## config.mk

```make
export PLATFORM = sky130hd
export DESIGN_NAME = tbu_ctrl_flat
export DESIGN_NICKNAME = d
export VERILOG_FILES = /design/src/rtl/vit_pkg.sv /design/src/rtl/tbu_ctrl_if.sv /design/src/rtl/tbu_wr_ptr.sv /design/src/rtl/tbu_ctrl.sv /design/src/flat_wrapper.sv
export SDC_FILE = /design/constraint.sdc
export NUM_CORES = 1
export LEC_CHECK = 0
export BUFFER_PORTS_ARGS = -buffer_cell sky130_fd_sc_hd__buf_2
export CAP_MARGIN = 15
export CORE_ASPECT_RATIO = 1.5
export CORE_UTILIZATION = 35
export DETAILED_ROUTE_END_ITERATION = 10
export GPL_ROUTABILITY_DRIVEN = 1
export GPL_TIMING_DRIVEN = 0
export HOLD_SLACK_MARGIN = 0.03
export SYNTH_ARGS = -nofsm -noshare
export SYNTH_HDL_FRONTEND = slang
export SYNTH_SLANG_ARGS = --single-unit
```

## constraint.sdc

```tcl
create_clock -name clk -period 2.45 [get_ports clk]
set_input_delay 0.3675 -clock clk [delete_from_list [all_inputs] [get_ports clk]]
set_output_delay 0.3675 -clock clk [all_outputs]
set_load 0.05 [all_outputs]
```

## src/rtl/vit_pkg.sv

```systemverilog
// vit_pkg: shared constants and types for the Viterbi traceback controller
package vit_pkg;
  localparam int DEPTH = 8;
  localparam int AW = $clog2(DEPTH);
  typedef enum logic {IDLE, TRACE} tb_state_t;
  typedef logic bank_t;
endpackage

```

## src/rtl/tbu_ctrl_if.sv

```systemverilog
// tbu_ctrl_if: ACS handshake plus survivor-RAM and tbu control bundle
interface tbu_ctrl_if #(parameter int AW = vit_pkg::AW);
  logic acs_valid, acs_ready, mem_wr_en, wr_bank, selection, enable, tb_start, tb_done, busy;
  logic [AW-1:0] wr_addr, rd_addr;
  modport master(input acs_valid, output acs_ready, mem_wr_en, wr_bank, wr_addr, rd_addr, selection, enable, tb_start, tb_done, busy);
  modport slave(output acs_valid, input acs_ready, mem_wr_en, wr_bank, wr_addr, rd_addr, selection, enable, tb_start, tb_done, busy);
endinterface

```

## src/rtl/tbu_wr_ptr.sv

```systemverilog
// tbu_wr_ptr: write pointer/bank counter with fill and (TBU_CTRL_FLUSH_EN) flush detection
module tbu_wr_ptr import vit_pkg::*; #(
  parameter int DEPTH = vit_pkg::DEPTH,
  localparam int AW = $clog2(DEPTH)
) (
  input  logic          clk,
  input  logic          rst,
  input  logic          accept,
`ifdef TBU_CTRL_FLUSH_EN
  input  logic          flush,
  output logic [AW:0]   fill_len,
`endif
  output logic [AW-1:0] wr_ptr,
  output bank_t         wr_bank,
  output logic          fill
);
  logic last;
  assign last = accept && wr_ptr == AW'(DEPTH - 1);
`ifdef TBU_CTRL_FLUSH_EN
  // word count including this cycle's accept; equals DEPTH on a normal fill
  assign fill_len = {1'b0, wr_ptr} + (AW + 1)'(accept);
  assign fill = last || (flush && fill_len != '0);
`else
  assign fill = last;
`endif
  always_ff @(posedge clk or posedge rst)
    if (rst) begin
      wr_ptr  <= '0;
      wr_bank <= 1'b0;
    end else if (fill) begin
      wr_ptr  <= '0;
      wr_bank <= ~wr_bank;
    end else if (accept) wr_ptr <= wr_ptr + 1'b1;
endmodule

```

## src/rtl/tbu_ctrl.sv

```systemverilog
// tbu_ctrl: ping-pong survivor bank sequencer and traceback sweep FSM; TBU_CTRL_FLUSH_EN adds flush
module tbu_ctrl import vit_pkg::*; #(
  parameter int DEPTH = vit_pkg::DEPTH,
  localparam int AW = $clog2(DEPTH)
) (
  input logic clk,
  input logic rst,
`ifdef TBU_CTRL_FLUSH_EN
  input logic flush,
`endif
  tbu_ctrl_if.master bus
);
  logic [1:0] bank_full;
  bank_t tb_bank;
  tb_state_t state, state_n;
  logic [AW-1:0] rd_n, first;
  logic fill, sel_n, en_n, start_n, done_n, clr;
  assign bus.acs_ready = !bank_full[bus.wr_bank];
  assign bus.mem_wr_en = bus.acs_valid & bus.acs_ready;
  assign bus.busy = state == TRACE;
`ifdef TBU_CTRL_FLUSH_EN
  logic [AW:0] len [2];
  logic [AW:0] fill_len;
  tbu_wr_ptr #(.DEPTH(DEPTH)) u_wr (.clk(clk), .rst(rst), .accept(bus.mem_wr_en), .flush(flush), .fill_len(fill_len),
    .wr_ptr(bus.wr_addr), .wr_bank(bus.wr_bank), .fill(fill));
  always_ff @(posedge clk or posedge rst)
    if (rst) len <= '{(AW + 1)'(DEPTH), (AW + 1)'(DEPTH)};
    else if (fill) len[bus.wr_bank] <= fill_len;
  assign first = AW'(len[tb_bank] - 1'b1);
`else
  tbu_wr_ptr #(.DEPTH(DEPTH)) u_wr (.clk(clk), .rst(rst), .accept(bus.mem_wr_en),
    .wr_ptr(bus.wr_addr), .wr_bank(bus.wr_bank), .fill(fill));
  assign first = AW'(DEPTH - 1);
`endif
  always_comb begin
    state_n = state;
    rd_n = bus.rd_addr;
    sel_n = bus.selection;
    en_n = bus.enable;
    start_n = 1'b0;
    done_n = 1'b0;
    clr = 1'b0;
    if (state == IDLE && bank_full[tb_bank]) begin
      state_n = TRACE;
      rd_n = first;
      sel_n = tb_bank;
      en_n = 1'b1;
      start_n = 1'b1;
    end else if (state == TRACE && bus.rd_addr != '0) rd_n = bus.rd_addr - 1'b1;
    else if (state == TRACE) begin
      state_n = IDLE;
      en_n = 1'b0;
      done_n = 1'b1;
      clr = 1'b1;
    end
  end
  // a bank's full flag is set by the writer and cleared by the sweep; the two never target the same bank at once
  always_ff @(posedge clk or posedge rst)
    if (rst) begin
      state <= IDLE;
      bank_full <= '0;
      tb_bank <= 1'b0;
      bus.rd_addr <= '0;
      bus.selection <= 1'b0;
      bus.enable <= 1'b0;
      bus.tb_start <= 1'b0;
      bus.tb_done <= 1'b0;
    end else begin
      state <= state_n;
      bank_full <= (bank_full | ({1'b0, fill} << bus.wr_bank)) & ~({1'b0, clr} << tb_bank);
      tb_bank <= tb_bank ^ clr;
      bus.rd_addr <= rd_n;
      bus.selection <= sel_n;
      bus.enable <= en_n;
      bus.tb_start <= start_n;
      bus.tb_done <= done_n;
    end
endmodule
```

## src/flat_wrapper.sv

```systemverilog
// flat-port wrapper written by rule: the top's interface ports become plain ports
module tbu_ctrl_flat import vit_pkg::*;
#(
  parameter int DEPTH = vit_pkg::DEPTH,
  localparam int AW = $clog2(DEPTH)
)
  (clk, rst, bus_acs_valid, bus_acs_ready, bus_mem_wr_en, bus_wr_bank, bus_wr_addr, bus_rd_addr, bus_selection, bus_enable, bus_tb_start, bus_tb_done, bus_busy);
  tbu_ctrl_if bus_i ();
  input logic clk;
  input logic rst;
  input wire logic [$bits(bus_i.acs_valid)-1:0] bus_acs_valid;
  output wire logic [$bits(bus_i.acs_ready)-1:0] bus_acs_ready;
  output wire logic [$bits(bus_i.mem_wr_en)-1:0] bus_mem_wr_en;
  output wire logic [$bits(bus_i.wr_bank)-1:0] bus_wr_bank;
  output wire logic [$bits(bus_i.wr_addr)-1:0] bus_wr_addr;
  output wire logic [$bits(bus_i.rd_addr)-1:0] bus_rd_addr;
  output wire logic [$bits(bus_i.selection)-1:0] bus_selection;
  output wire logic [$bits(bus_i.enable)-1:0] bus_enable;
  output wire logic [$bits(bus_i.tb_start)-1:0] bus_tb_start;
  output wire logic [$bits(bus_i.tb_done)-1:0] bus_tb_done;
  output wire logic [$bits(bus_i.busy)-1:0] bus_busy;
  assign bus_i.acs_valid = bus_acs_valid;
  assign bus_acs_ready = bus_i.acs_ready;
  assign bus_mem_wr_en = bus_i.mem_wr_en;
  assign bus_wr_bank = bus_i.wr_bank;
  assign bus_wr_addr = bus_i.wr_addr;
  assign bus_rd_addr = bus_i.rd_addr;
  assign bus_selection = bus_i.selection;
  assign bus_enable = bus_i.enable;
  assign bus_tb_start = bus_i.tb_start;
  assign bus_tb_done = bus_i.tb_done;
  assign bus_busy = bus_i.busy;
  tbu_ctrl #(.DEPTH(DEPTH)) u_core (.clk(clk), .rst(rst), .bus(bus_i));
endmodule
```

# == Yosys cells after proc, flatten, opt, wreduce, memory -nomap -nowiden ==
# Cells that the tools add are included.
# word_totals
regBits,15
in_bits,3
output_inout_bits,14
wordCells,51
# op_classes
addsub,2
magnitude_cmp,2
eq_ne,2
n_shift,2
n_mux,17
bitwise_logic,7
n_reduce_logical,9
# ops
cell,count
two-way mux 1 bit,13
two-way mux 3 bit,4
nonzero test 2 bit,3
< comparator 1 x 2 -> 1 bit (second input constant),2
left shift 1 x 1 -> 2 bit,2
adder 3 x 1 -> 3 bit (second input constant),1
equality test 3 bit (second input constant),1
logical AND 1 bit,3
nonzero test 3 bit,1
subtractor 3 x 1 -> 3 bit (second input constant),1
AND 2 bit,1
!= test 2 x 1 -> 1 bit (second input constant),1
inverter 1 bit,2
inverter 2 bit,1
OR 2 bit,1
AND reduction 2 bit,1
AND 1 bit,1
zero test 1 bit,1
XOR 1 bit,1

# == Longest topological paths before layout ==
# Gate-level depths: netlist of run 1.
# depth
depth_word,8
ltp_mapped,6
ltp_nobuf,6

# == Modules after synthesis ==
# A second synthesis of run 1 with hierarchy kept.
# unflattened
cells_unflattened,64
hier_area_um2,719.4
# modules_own_cells
mod,n_inst,cells_each,area_each_um2,seq_area_each_um2
tbu_ctrl,1,49,523.0,275.3
tbu_wr_ptr,1,15,196.4,100.1

# == Worst setup path before layout of run 1 ==
# Ideal clock, no wire load.
# synth_path
path_kind,reg2out
startpoint,reg u_core.u_wr.wr_bank
endpoint,out bus_mem_wr_en
t_arrival_ns,2.268
t_required_ns,2.082
slack_ns,-0.186
stages_incl_launch_ff,4
path_buffers,0
path_cell_list,dfrtp_1 > mux2i_1 > nand2_2 > inv_1
# synth_via
elab_chain_len,4
# synth_lines
item,line_no,source
from (decl),tbu_wr_ptr.sv:14,"output bank_t wr_bank,"
from (signal assigned),tbu_wr_ptr.sv:32,wr_bank <= ~wr_bank;
two-way mux 1 bit (implied by the code) (2 in series),tbu_ctrl.sv:18,assign bus.acs_ready = !bank_full[bus.wr_bank];
zero test 1 bit,tbu_ctrl.sv:18,
via bus_acs_ready,flat_wrapper.sv:12,output wire logic [$bits(bus_i.acs_ready)-1:0] bus_acs_ready;
AND 1 bit,tbu_ctrl.sv:19,assign bus.mem_wr_en = bus.acs_valid & bus.acs_ready;
to (decl),flat_wrapper.sv:13,output wire logic [$bits(bus_i.mem_wr_en)-1:0] bus_mem_wr_en;
# The timed path passes the listed nets, and every way through them passes these cells. The select of a mux whose other input is x is not followed.

# == Worst setup path after layout of run 1 ==
# layout_path
startpoint,reg u_core.u_wr.wr_bank
endpoint,out bus_mem_wr_en
# layout_via
elab_chain_len,4
# layout_lines
item,line_no
two-way mux 1 bit (implied by the code) (2 in series),tbu_ctrl.sv:18
zero test 1 bit,tbu_ctrl.sv:18
AND 1 bit,tbu_ctrl.sv:19
# Every way passes these cells. The select of a mux whose other input is x is not followed.

==> impl_metrics.ini, run 1 <==
[global_route]
grt_max_degree = 16
grt_util_all_layers_pct = 12.5
grt-ovfl-total = 0
antenna_found_initial = 0
grt_pass1_wl_um = 1970
grt_pass1_vias = 467

[route]
vias_per_cell = 4.97
detail_route.wl_per_cell_um = 11.3
wl_um = 1190
vias = 522
dr.pass1.iters = 5
drt_iter0_markers = 10
antenna_left = 0
drt_drc_violations_left = 0

[clock_network]
cts_setup_buffers = 0
cts_sinks = 15
cts_htree_levels = 1
cts_root_buffer = clkbuf_4
clock_latency_ns = 0.28
path_clk_slew_ns = 0.09
cts_tree = yes
ctsResizeCount = 0
numCtsBuffers = 3
holdBufCountCts = 0
cts.path.max_buffers = 2

[logic_synthesis]
synth_nets = 73
ys_seq_elements = 15
synthDistinctLibCells = 19
netlist_area_sq_um = 707
muxShareOfSynthArea_pct = 9.20
synthCells = 64
yosysSeqAreaShare_pct = 53.1
synth_fa_ha_area_share_pct = 10.6
synth_top_family_by_area = simple AND/OR/NAND/NOR gates
synth_xor_area_share_pct = 0
synthSimpleGateAreaFrac_pct = 11.5
synth-compound-area-share_pct = 10.8
ys_warn_count = 0
avgSynthCellArea_sq_um = 11.0

[cells_and_area]
n_antenna_cell = 0
layout.nets = 94
area_delta_synth_final_pct = 19.5
multi_input_area_sq_um = 302
fillers = 180
seqCellArea_sq_um = 375
drive_gt1_share_pct = 29.8

[sta]
relSlewSlack_pct = 62.3
drv_slew = 0
worst_slew_pin_slew_ns = 0.565
finalSetupViolCount = 0
period_needed_ns = 1.81
fmax_mhz = 553
finalHoldViolations = 0
clock_skew_ns = 0.00664
fin_setup_tns_ns = 0
rsz0062_at_grt = false
post-route-period-util_pct = 73.8

[placed_design]
dp_hpwl_um = 898
io_buffers = 16
gp_congestion = 0.672

[floorplanning]
chipWidth_um = 38.7
start_util_pct = 38.1
dieHeight_um = 57.0
coreArea_sq_um = 1850
die_area_sq_um = 2210
rows = 19
io_pins = 17

[critical_path]
worstPathArrival_ns = 1.44
crit_fanout = 6
rr_worst_depth = 6
reg2reg_slack_ns = 1.06
cp.required_ns = 2.08
crit-reg2reg-launch = u_core.bus.rd_addr[0]$_DFFE_PP0P_
reg2reg_to = u_core.tb_bank$_DFF_PP0_
startpoint_type = flop
cp-end-kind = primary output
path_class = flop to primary output

[run]
maxCapViolations = 0

[min_path]
hold_path.class = input pin to asynchronous set/reset pin

[outcome]
outcome = finished clean
## kinds of logic after synthesis
| kind of cell | Yosys count |
|---|---|
| compound gates | 13 |
| fa+ha+maj | 6 |
| buf+inv | 9 |
| flops | 15 |
| mux | 5 |
| simple gates | 16 |
## registers in the layout, indices dropped and copies added, names as in the netlist
name and flops:
u_core.bank_full 2, u_core.bus.tb_start 1, u_core.bus.rd_addr 3, u_core.bus.selection 1
u_core.tb_bank 1, u_core.bus.tb_done 1, u_core.bus.enable 1, u_core.u_wr.wr_bank 1
u_core.u_wr.wr_ptr 3, u_core.bus.busy 1
## per-layer routing
metal | vias up | track usage (%) | share of wire, %
met5 | - | 0 | 0
met4 | 0 | 7.39 | 2.2
met3 | 4 | 2.33 | 4.6
met2 | 14 | 18.6 | 46
met1 | 249 | 16.3 | 47
li1 | 255 | - | -
## Yosys cell counts, drive strengths merged
master / n / area, sq um
a31oi: 1 / 6.26
nor2b: 3 / 18.8
o31ai: 1 / 7.51
ha: 6 / 75.1
o311ai: 1 / 8.76
a211o: 1 / 8.76
o21ai: 7 / 35.0
a21oi: 2 / 10.0
nor3: 1 / 5.00
mux2: 3 / 45.0
nand2b: 1 / 6.26
mux2i: 2 / 20.0
nand3: 2 / 10.0
inv: 9 / 33.8
dfrtp: 15 / 375
nand2: 4 / 17.5
or2: 2 / 12.5
nor2: 3 / 11.3
## layout make-up
class / count / area share, %
clock buffer: 3 / 2.67
sequential: 15 / 44.4
tap: 21 / 3.11
clock inverter: 1 / 0.593
multi-input combinational: 40 / 35.7
inverter: 9 / 4.00
timing repair buffer: 16 / 9.48
## worst max-delay path by stage
stage                          to  slack (ns)                       startpoint
floorplan           bus_mem_wr_en        0.11  u_core.u_wr.wr_bank$_DFFE_PP0N_
global placement    bus_mem_wr_en        0.97  u_core.u_wr.wr_bank$_DFFE_PP0N_
detailed placement  bus_mem_wr_en        0.95  u_core.u_wr.wr_bank$_DFFE_PP0N_
CTS                 bus_mem_wr_en        0.63  u_core.u_wr.wr_bank$_DFFE_PP0N_
global route        bus_mem_wr_en        0.54  u_core.u_wr.wr_bank$_DFFE_PP0N_
finish              bus_mem_wr_en        0.64  u_core.u_wr.wr_bank$_DFFE_PP0N_
## through the flow
step           cell area (sq um)  hold WS, ns  worst slack (ns)  util [%]  instances
6_report                     845        0.119             0.643      45.5        105
5_1_grt                      845        0.180             0.536      45.5        105
4_1_cts                      845        0.133             0.627      45.5        105
3_5_place_dp                 817        0.452             0.952      44.1        101
3_3_place_gp                 817        0.452             0.967      44.1        101
2_1_floorplan                711        0.269             0.108         -         64
## critical path: stages (launching register included)
cell	delay, ns
dfrtp_1	0.45
mux2i_2	0.26
nand2_2	0.13
inv_1	0.07
buf_2	0.25
## cells in the final DEF (no fill, tap or decap), drive strengths merged
| master | netlist | routed |
|---|---|---|
| a21oi | 2 | 2 |
| o311ai | 1 | 1 |
| nor3 | 1 | 1 |
| clkinv | 0 | 1 |
| inv | 9 | 9 |
| nand3 | 2 | 2 |
| mux2i | 2 | 2 |
| nand2b | 1 | 1 |
| a211o | 1 | 1 |
| nor2 | 3 | 3 |
| or2 | 2 | 2 |
| buf | 0 | 16 |
| o21ai | 7 | 7 |
| a31oi | 1 | 1 |
| o31ai | 1 | 1 |
| dfrtp | 15 | 15 |
| clkbuf | 0 | 3 |
| nand2 | 4 | 4 |
| mux2 | 3 | 3 |
| nor2b | 3 | 3 |
| ha | 6 | 6 |
Power of run 1 is not shown: default switching activity piles up to over one toggle a cycle in this logic, so the estimate is an artifact.
==> run 2: changes to the inputs <==
- clock period: 2.45 -> 1.5 ns (I/O delays scaled with it)
==> run 2 against run 1 <==
Compared with the run above: clock skew fell by 0.0017 ns; sequential cell count did not move; utilization rose by 3.5 points; first-iteration DRC count fell by 10%; global-route usage rose by 0.36 points; worst setup slack got worse by 0.59 ns; clock-buffer cell count did not move; die area did not move; routed wire length rose by 4.2%; cell area rose by 7.7%; cell count rose by 2.9%; sequential share of layout area fell by 2.4 points; highest routed layer unchanged.
==> impl_metrics.ini, run 2 (same netlist as run 1, synthesis figures left out) <==
[clock_network]
cts_htree_levels = 1
cts_root_buffer = clkbuf_4
path_clk_slew_ns = 0.09
cts.path.max_buffers = 2
clock_latency_ns = 0.29
cts_tree = yes
numCtsBuffers = 3
cts_sinks = 15

[critical_path]
worstPathArrival_ns = 1.23
cp-end-kind = primary output
cp.required_ns = 1.27
path_class = flop to primary output
startpoint_type = flop
crit_fanout = 2

[sta]
hold_slack_ns = 0.251
period_needed_ns = 1.45
finalSetupViolCount = 0
fmax_mhz = 689
relSlewSlack_pct = 63.5
worst_slew_pin_slew_ns = 0.547
clock_skew_ns = 0.00489
post-route-period-util_pct = 96.8
drv_slew = 0
finalHoldViolations = 0
rsz0062_at_grt = false

[route]
wl_um = 1240
detail_route.wl_per_cell_um = 11.5
vias_per_cell = 5.09
dr.pass1.iters = 4
antenna_left = 0
drt_drc_violations_left = 0
drt_iter0_markers = 9
vias = 550

[cells_and_area]
reg_top3 = u_core.bus.rd_addr (3), u_core.u_wr.wr_ptr (3), u_core.bank_full (2)
layout.nets = 97
fin_util_pct = 49.1
area_delta_synth_final_pct = 28.7
n_antenna_cell = 0
drive_gt1_share_pct = 40.2
fillers = 180
final_cells = 108
final_common_cell = buf_2
final_cell_mix = buf_2 (14), dfrtp_1 (9), inv_1 (8)

[floorplanning]
io_pins = 17
dieHeight_um = 57.0
start_util_pct = 38.1
chipWidth_um = 38.7
rows = 19
die_area_sq_um = 2210
coreArea_sq_um = 1850

[global_route]
antenna_found_initial = 0
grt_util_all_layers_pct = 12.8
grt-ovfl-total = 0
grt_pass1_vias = 514
grt_pass1_wl_um = 1980
grt_max_degree = 16

[placed_design]
gp_congestion = 0.673
dp_hpwl_um = 920
dp.cells = 101
io_buffers = 16

[run]
maxCapViolations = 0

[min_path]
hold_path.class = input pin to flop

[outcome]
outcome = finished clean
==> run 2: cell count changes in the layout (fill, tap and decap cells not counted), moves of 2 or more <==
cell     change
buf_2        -2
dfrtp_2      +6
dfrtp_1      -6
buf_4        +2
==> run 2: layer usage <==
layer | share of wire, % | track usage, %
met1 | 43 | 14.0
met2 | 49 | 21.2
met3 | 4.0 | 2.33
met4 | 3.3 | 8.87
met5 | 0 | 0
==> run 2: what timing repair did <==
item,CTS,global route
pin swaps,1,0
setup endpoints to repair,2,3
buffers inserted,2,0
hold buffers,1,0
gates resized for setup,2,4
endpoints found under the hold margin,15,0
==> run 2: final timing paths <==
path                                                    from                                end  slack (ns)  cells after the start
setup / recovery             u_core.u_wr.wr_bank$_DFFE_PP0N_                      bus_mem_wr_en        0.05                      4
hold / removal                                 bus_acs_valid    u_core.u_wr.wr_bank$_DFFE_PP0N_        0.25                      3
setup reg to reg           u_core.u_wr.wr_ptr[0]$_DFFE_PP0P_  u_core.u_wr.wr_ptr[2]$_DFFE_PP0P_        0.11                      4
hold reg to reg                u_core.bus.enable$_DFFE_PP0P_      u_core.bus.enable$_DFFE_PP0P_        0.54                      2
max in group asynchronous                                rst    u_core.u_wr.wr_bank$_DFFE_PP0N_        0.59                      3
min in group asynchronous                                rst      u_core.bus.tb_start$_DFF_PP0_        0.51                      3
==> run 2: metrics by stage <==
step           worst slack, ns  TNS [ns]  cell area, sq um
2_1_floorplan           -0.185    -0.704               734
3_3_place_gp             0.130         0               841
3_5_place_dp             0.110         0               841
4_1_cts                 0.0362         0               900
5_1_grt               0.000359         0               910
6_report                0.0478         0               910
==> run 2: area by class of cell <==
type	instances	area, sq um	area share, %
clock inverter	1	5.00	0.550
inverter	9	37.5	4.13
sequential	15	383	42.1
tap	21	26.3	2.89
clock buffer	3	22.5	2.48
multi-input combinational	40	318	34.9
timing repair buffer	19	118	12.9
==> run 2: critical path: stages, from the launching register on <==
cell and delay [ns]:
dfrtp_2 0.40, mux2i_4 0.26, nand2_4 0.07, clkinvlp_4 0.07, buf_8 0.13
Power of run 2 is left out for the same reason.
==> run 3: changes to the inputs <==
- CAP_MARGIN: 15 -> unset
- CORE_ASPECT_RATIO: 1.5 -> unset
- CORE_UTILIZATION: 35 -> 45
- PLACE_DENSITY: unset -> 0.72
==> run 3 against run 2 <==
Compared with the run above: cell count shrank 4.6%; clock skew grew 0.0099 ns; die area shrank 21%; cell area shrank 0.55%; register-to-register slack is essentially flat; sequential cell count is the same; utilization grew 16 points; critical path type unchanged; highest routed layer unchanged.
==> impl_metrics.ini, run 3 (same netlist as run 1, synthesis figures left out) <==
[outcome]
outcome = finished clean

[floorplanning]
rows = 13
dieHeight_um = 41.6
coreArea_sq_um = 1380
die_area_sq_um = 1730
start_util_pct = 51.1
chipWidth_um = 41.6
io_pins = 17

[route]
drt_drc_violations_left = 0
drt_iter0_markers = 13
vias_per_cell = 4.94
dr.pass1.iters = 4
vias = 509
wl_um = 1220
detail_route.wl_per_cell_um = 11.9
antenna_left = 0

[clock_network]
numCtsBuffers = 3
cts_sinks = 15
cts_tree = yes
cts_root_buffer = clkbuf_4
cts_htree_levels = 1
path_clk_slew_ns = 0.08
cts.path.max_buffers = 2
clock_latency_ns = 0.29

[critical_path]
rr_worst_depth = 4
worstPathArrival_ns = 1.23
cp-end-kind = primary output
crit_fanout = 2
reg2reg_slack_ns = 0.10
path_class = flop to primary output
startpoint_type = flop
cp.required_ns = 1.27

[sta]
rsz0062_at_grt = false
worst_slew_pin_slew_ns = 0.554
fin_ws_ns = 0.0439
finalSetupViolCount = 0
hold_slack_ns = 0.268
clock_skew_ns = 0.0148
fmax_mhz = 687
drv_slew = 0
finalHoldViolations = 0
period_needed_ns = 1.46
relSlewSlack_pct = 63.0
post-route-period-util_pct = 97.1

[cells_and_area]
fillers = 110
final_common_cell = buf_2
fin_util_pct = 65.4
layout.nets = 98
final_cell_mix = buf_2 (15), dfrtp_1 (9), inv_1 (8)
drive_gt1_share_pct = 39.8
area_delta_synth_final_pct = 28.0
n_antenna_cell = 0
final_cells = 103
reg_top3 = u_core.bus.rd_addr (3), u_core.u_wr.wr_ptr (3), u_core.bank_full (2)

[global_route]
grt_max_degree = 16
antenna_found_initial = 0
grt_pass1_vias = 461
grt-ovfl-total = 0
grt_util_met2_pct = 24.4
busiest_layer = met2
grt_pass1_wl_um = 2060
gr-usage-met3_pct = 7.83
grt_util_all_layers_pct = 16.1
use_met1_pct = 20.8

[placed_design]
dp.cells = 95
preCtsSetupSlack_ns = 0.103
io_buffers = 16
gp_congestion = 0.809
dp_hpwl_um = 893

[run]
maxCapViolations = 0

[min_path]
hold_depth = 3
hold_path.class = input pin to flop
## run 3: worst paths after layout
path | startpoint | end
setup / recovery | u_core.u_wr.wr_bank$_DFFE_PP0N_ | bus_acs_ready
hold / removal | bus_acs_valid | u_core.u_wr.wr_bank$_DFFE_PP0N_
setup reg to reg | u_core.u_wr.wr_ptr[0]$_DFFE_PP0P_ | u_core.u_wr.wr_ptr[2]$_DFFE_PP0P_
hold reg to reg | u_core.bus.enable$_DFFE_PP0P_ | u_core.bus.enable$_DFFE_PP0P_
max in group asynchronous | rst | u_core.bus.rd_addr[0]$_DFFE_PP0P_
min in group asynchronous | rst | u_core.u_wr.wr_ptr[2]$_DFFE_PP0P_
## run 3: final cells by class
class	count	area, sq um	share of cell area, %
Clock inverter	1	5.00	0.553
Sequential cell	15	383	42.3
Clock buffer	3	22.5	2.49
Multi-Input combinational cell	40	315	34.9
Inverter	9	37.5	4.15
Tap cell	15	18.8	2.07
Timing Repair Buffer	20	123	13.6
## run 3: critical path, stage by stage (launching register included)
cell and delay, ns:
dfrtp_2 0.40, mux2i_4 0.26, buf_2 0.29
## run 3: stage by stage
step	TNS [ns]	instance area, sq um
after global routing	0	905
final	0	905
after global placement	0	833
after detailed placement	0	833
after floorplan	-0.704	734
after CTS	0	893
## run 3: layer usage
metal / share of wire [%] / wire length, um
met4: 0.65 / 8
met3: 5.0 / 61
met5: 0 / 0
met2: 45 / 554
met1: 49 / 597
## run 3: repair_timing
item | in CTS | in global routing
endpoints found under the hold margin | 15 | 0
hold buffers | 1 | 0
resized for setup | 3 | 1
setup endpoints to repair | 2 | 2
pin swaps | 0 | 1
setup buffers | 2 | 1
Power of run 3 is left out for the same reason.
